<file path="src/rtl/vigna_bus_arbiter.sv">
// Merges the vigna core's instruction and data ports onto one valid/ready memory port.
// Round-robin on ties, grant held until completion, optional timeout answers stalled transfers.
module vigna_bus_arbiter #(
    parameter int unsigned TIMEOUT  = 256,
    parameter logic [31:0] ERR_DATA = 32'h0000_0013
) (
    input  logic        clk,
    input  logic        resetn,
    input  logic        i_valid,
    output logic        i_ready,
    input  logic [31:0] i_addr,
    output logic [31:0] i_rdata,
    input  logic        d_valid,
    output logic        d_ready,
    input  logic [31:0] d_addr,
    output logic [31:0] d_rdata,
    input  logic [31:0] d_wdata,
    input  logic [3:0]  d_wstrb,
    output logic        m_valid,
    input  logic        m_ready,
    input  logic [31:0] m_rdata,
    output logic [31:0] m_addr,
    output logic [31:0] m_wdata,
    output logic [3:0]  m_wstrb,
    output logic        bus_err,
    output logic [31:0] err_addr
);

    typedef enum logic [1:0] {IDLE, GNT_I, GNT_D} state_t;

    state_t      r_state;
    state_t      w_state_next;
    logic        r_last_d;        // 1 when the data port received the most recent grant
    logic        r_bus_err;
    logic [31:0] r_err_addr;
    logic        w_gnt_valid;
    logic        w_abort;
    logic        w_done;
    logic        w_pick_d;

    assign w_gnt_valid = ((r_state == GNT_I) & i_valid) | ((r_state == GNT_D) & d_valid);
    assign w_done      = w_gnt_valid & (m_ready | w_abort);
    assign w_pick_d    = d_valid & (~i_valid | ~r_last_d);

    generate
        if (TIMEOUT > 0) begin : g_timeout
            localparam int CW = $clog2(TIMEOUT + 1);
            localparam logic [CW-1:0] LAST = CW'(TIMEOUT - 1);
            localparam logic [CW-1:0] SAT  = CW'(TIMEOUT);
            logic [CW-1:0] r_cnt;

            always_ff @(posedge clk or negedge resetn) begin
                if (!resetn) begin
                    r_cnt <= '0;
                end else if (r_state == IDLE) begin
                    r_cnt <= '0;
                end else if (!m_ready && r_cnt != SAT) begin
                    r_cnt <= r_cnt + 1'b1;
                end
            end

            assign w_abort = w_gnt_valid & ~m_ready & (r_cnt == LAST);
        end else begin : g_no_timeout
            assign w_abort = 1'b0;
        end
    endgenerate

    always_ff @(posedge clk or negedge resetn) begin
        if (!resetn) begin
            r_state <= IDLE;
        end else begin
            r_state <= w_state_next;
        end
    end

    always_comb begin
        w_state_next = r_state;
        case (r_state)
            IDLE:    if (i_valid | d_valid) w_state_next = w_pick_d ? GNT_D : GNT_I;
            GNT_I:   if (!i_valid || w_done) w_state_next = IDLE;
            GNT_D:   if (!d_valid || w_done) w_state_next = IDLE;
            default: w_state_next = IDLE;
        endcase
    end

    always_comb begin
        m_valid = 1'b0;
        m_addr  = 32'h0;
        m_wdata = 32'h0;
        m_wstrb = 4'b0;
        i_ready = 1'b0;
        i_rdata = 32'h0;
        d_ready = 1'b0;
        d_rdata = 32'h0;
        case (r_state)
            GNT_I: begin
                m_valid = i_valid;
                m_addr  = i_addr;
                i_ready = w_done;
                i_rdata = m_ready ? m_rdata : (w_abort ? ERR_DATA : 32'h0);
            end
            GNT_D: begin
                m_valid = d_valid;
                m_addr  = d_addr;
                m_wdata = d_wdata;
                m_wstrb = d_wstrb;
                d_ready = w_done;
                d_rdata = m_ready ? m_rdata : (w_abort ? ERR_DATA : 32'h0);
            end
            default: ;
        endcase
    end

    always_ff @(posedge clk or negedge resetn) begin
        if (!resetn) begin
            r_last_d   <= 1'b0;
            r_bus_err  <= 1'b0;
            r_err_addr <= 32'h0;
        end else begin
            if (r_state == IDLE && (i_valid || d_valid)) begin
                r_last_d <= w_pick_d;
            end
            r_bus_err <= w_abort;
            if (w_abort) begin
                r_err_addr <= m_addr;
            end
        end
    end

    assign bus_err  = r_bus_err;
    assign err_addr = r_err_addr;

endmodule
</file>
<file path="config.mk">
export PLATFORM = sky130hd
export DESIGN_NAME = vigna_bus_arbiter
export DESIGN_NICKNAME = d
export VERILOG_FILES = /design/src/rtl/vigna_bus_arbiter.sv
export SDC_FILE = /design/constraint.sdc
export NUM_CORES = 1
export LEC_CHECK = 0
export ABC_AREA = 0
export CAP_MARGIN = 0
export CORE_AREA = 8 8 113 115
export CTS_CLUSTER_SIZE = 40
export DETAILED_ROUTE_END_ITERATION = 7
export DIE_AREA = 0 0 121 123
export DONT_BUFFER_PORTS = 1
export PLACE_DENSITY = 0.4
export SLEW_MARGIN = 20
export SYNTH_ARGS = -nofsm -noshare
export SYNTH_HDL_FRONTEND = slang
export SYNTH_SLANG_ARGS = --single-unit
</file>
<file path="constraint.sdc">
create_clock -name clk -period 2.3 [get_ports clk]
set_clock_uncertainty 0.15 [all_clocks]
set_input_delay 0.46 -clock clk [delete_from_list [all_inputs] [get_ports clk]]
set_output_delay 0.46 -clock clk [all_outputs]
set_load 0.005 [all_outputs]
</file>
==> run summary <==
- First-pass DRT Iterations: 4
- flops & latches, synth: 45
- effective utilization at floorplan: 28.7%
- fraction of synthesized area in multiplexers: 11.8%
- area leader, netlist: dfrtp_1
- overall die area: 0.0149 mm2
- height of the die: 123 um
- post-detailed-route count of antenna-violating nets: 0
- Antenna diodes: 0
- post-synthesis xor/xnor area fraction: 1.10%
- data required time of the worst path: 1.69 ns
- startpoint of the lowest-slack register-to-register path: g_timeout.r_cnt[0]
- P per Cell Area: 918 mW/mm2
- count of final setup violators: 6
- Yosys top cell area share: 35.5%
- actual slew at the worst max-slew pin: 0.537 ns
- path type of the worst setup path: flop to output port
- share of the synthesized area in compound gates (AO/OA/AOI/OAI): 11.7%
- Crit. End Element: output port
- Cell variety after synth: 35
- Final Max Slew Viols: 0
- via count: 2655
- slowest library cell on the worst path: dfrtp_1
- outcome: finished, violations left
- synthesized instance count: 346
- static leakage: 1.80 nW
- number of buffers inserted during clock tree synthesis: 5
- routed wire length per instance: 24.0 um
- area inside the core boundary: 0.0111 mm2
- die width: 121 um
- Remaining DRCs: 0
- Cell Area, Synth: 0.00317 mm2
- largest family of logic cells by synthesized area: simple AND/OR/NAND/NOR gates
- area taken by flip-flops and latches: 0.00113 mm2
- highest cell delay on the worst timing path: 0.36 ns
- number of warnings printed during yosys synthesis: 0
- clock tree from TritonCTS: built
- IR drop worst, VDD: 0.000457 V
- setup ws final: -0.0277 ns
- minimum clock period after layout: 2.33 ns
- critical path launch point type: flop
- class of the worst hold path: primary input to flop
- total nets after synthesis: 489
- buffer cell driving the clock tree root: clkbuf_16
- standard-cell row count: 39
- share of the clock period used by the worst path after layout: 101%
- number of enable flip-flop cells after synthesis: 0
- cell with the most instances after synthesis: and3_1
- top cell family by delay on the critical path: simple AND/OR/NAND/NOR gates
- antenna violations before repair: 1
- dominant register cell in the synthesized netlist: dfrtp_1
- ratio of routed vias to standard cells: 5.40
- FFs w/ async S/R, synth: 100%
- WP buf/inv: 1
- all-layer global routing usage: 13.7%
- drt initial violations: 115
- pin count of the biggest net entering global routing: 77
- area overhead of the layout relative to synthesis: 20.4%
- violations in the final reports: setup timing
- Clock Sink Count: 45
- first-pass GRT wire length: 16300 um
- Detailed Route WL: 11800 um
- clk buf depth: 2
- maximum operating frequency: 0.430 GHz
- final global-route overflow total: 0
- hold path startpoint: i_valid
- max-cap violation count: 0
- Post-DP HPWL: 9360 um
- summed negative setup slack over all endpoints: -0.0767 ns
- number of nets in the layout: 491
- unrepaired setup endpoints after global routing: yes
- worst slew margin relative to its limit: 64.2%
- later-pin clock latency in the skew report: 0.28 ns
- list of most frequent post-synthesis cells: and3_1 (59), dfrtp_1 (45), nor2b_1 (40), and2_1 (36), a22oi_1 (32)
- number of levels the H-tree was split into: 2
- I/O pin total: 305
- final RePlAce weighted congestion: 0.742
- worst path arrival time: 1.72 ns
- number of hold violations in the final report: 0
- share of synthesized area occupied by flip-flops and latches: 35.5%
- area used by multi-input combinational logic: 0.00204 mm2
- clock-pin slew reported for the worst setup and hold paths after clock tree synthesis: 0.06 ns
- Hold Slack: 0.134 ns
- Critical Path Source: g_timeout.r_cnt[0]
- Port Buffer Count: 0
- Post-Syn Area per Cell: 9.17 um2
- list of cells traversed by the critical path: ha_2 > nand3_2 > nor2_4 > ha_4 > nor3b_4 > buf_6 > a21oi_2 > nor2b_1
- biggest fanout along the worst timing path: 4
- fraction of final layout cells sized beyond drive strength 1: 32.1%
- synthesized-area fraction occupied by adder cells: 2.36%
- via count of the first global-routing pass: 2571
- area share of and/or/nand/nor cells after synthesis: 31.3%
- leading cell types by total area after synthesis: dfrtp_1 (35%), and3_1 (12%), mux2_2 (11%), nor2b_1 (7.9%), a22oi_1 (7.6%)
- fillers: 1109
## worst reg2reg max path, stage by stage, from the launching register on
cell       delay, ns
dfrtp_1         0.36
ha_2            0.20
nand3_2         0.09
nor2_4          0.12
ha_4            0.14
nor3b_4         0.19
buf_6           0.16
buf_4           0.23
clkbuf_16       0.20
mux2_2          0.32
## routing by layer
layer / track usage (%) / up-vias / wire [um]
met5: 0 / - / 0
met4: 1.64 / 0 / 35
met3: 4.98 / 4 / 1220
met2: 26.7 / 149 / 6540
met1: 14.1 / 1288 / 3990
li1: - / 1214 / -
## path summary, 6_finish.rpt
| kind | end | slack (ns) | cells past startpoint |
|---|---|---|---|
| max | d_rdata[1] | -0.03 | 8 |
| min | r_last_d | 0.13 | 1 |
| max reg2reg | err_addr[10] | 0.04 | 9 |
| min reg2reg | r_last_d | 0.34 | 1 |
| max in group asynchronous | err_addr[18] | 1.25 | 2 |
| min in group asynchronous | err_addr[6] | 0.53 | 2 |
## stage by stage
step	total power, mW	area [um2]	utilization (%)	instances	setup slack (ns)
CTS	3.41	3670	33.1	488	-0.0428
finish	3.51	3820	34.5	492	-0.0277
global placement	2.59	3350	30.3	472	0.0839
detailed placement	2.60	3350	30.3	472	0.0293
global route	3.78	3820	34.5	492	-0.117
floorplan	2.22	3170	-	346	0.221
## state kept, by name (all words and copies together) (netlist names)
signal           count
r_last_d             1
g_timeout.r_cnt      9
bus_err              1
err_addr            32
r_state              2
## report_power, final
group	leakage [nW]	switching, mW	internal (mW)
registers	0.622	0.0428	0.837
logic	1.11	1.11	0.836
clock network	0.0706	0.288	0.399
## placed cells by master (no fill, tap or decap), types with 2 or more instances in the layout
| cell | netlist | layout |
|---|---|---|
| dfrtp_1 | 45 | 45 |
| clkbuf_16 | 0 | 6 |
| ha_1 | 6 | 2 |
| buf_12 | 0 | 3 |
| nor2b_1 | 40 | 9 |
| nand4_1 | 2 | 2 |
| and3_1 | 59 | 58 |
| inv_1 | 6 | 5 |
| buf_6 | 6 | 5 |
| buf_4 | 0 | 18 |
| clkinv_2 | 0 | 2 |
| and2_1 | 36 | 36 |
| nand2b_1 | 2 | 2 |
| nand2_1 | 6 | 5 |
| o21ai_0 | 4 | 3 |
| a21oi_4 | 0 | 2 |
| ha_4 | 0 | 3 |
| nor2b_4 | 0 | 3 |
| xor2_1 | 3 | 3 |
| nor2_1 | 10 | 9 |
| a21oi_1 | 11 | 8 |
| mux2_2 | 31 | 31 |
| or3_1 | 2 | 2 |
| o22ai_1 | 2 | 2 |
| nor2b_2 | 0 | 28 |
| a22oi_1 | 32 | 32 |
## what timing repair did
item	4_1_cts	5_1_grt
setup endpoints to repair	27	59
buffers inserted	7	5
cloned	0	1
pin swaps	4	6
gates resized for setup	24	34
hold buffers	2	0
hold endpoints to repair	45	0
## cell families (layout without fill, tap and decap cells)
| logic type | count (synthesis) | in the layout |
|---|---|---|
| and+or+nand+nor | 164 | 164 |
| buffers and inverters | 40 | 43 |
| DFF | 45 | 45 |
| muxes | 33 | 33 |
| xor gates and xnor gates | 4 | 4 |
| AOI/OAI and AO/OA | 54 | 54 |
| adders and majority gates | 6 | 6 |
## area by class of cell
| cell class | instances | area share, % |
|---|---|---|
| Clock inverter | 2 | 0.262 |
| Multi-Input combinational cell | 261 | 53.4 |
| Sequential cell | 45 | 29.5 |
| Tap cell | 143 | 4.68 |
| Clock buffer | 6 | 3.37 |
| Inverter | 6 | 0.589 |
| Timing Repair Buffer | 29 | 8.22 |
Note: power is estimated with default switching activity, not from simulation.
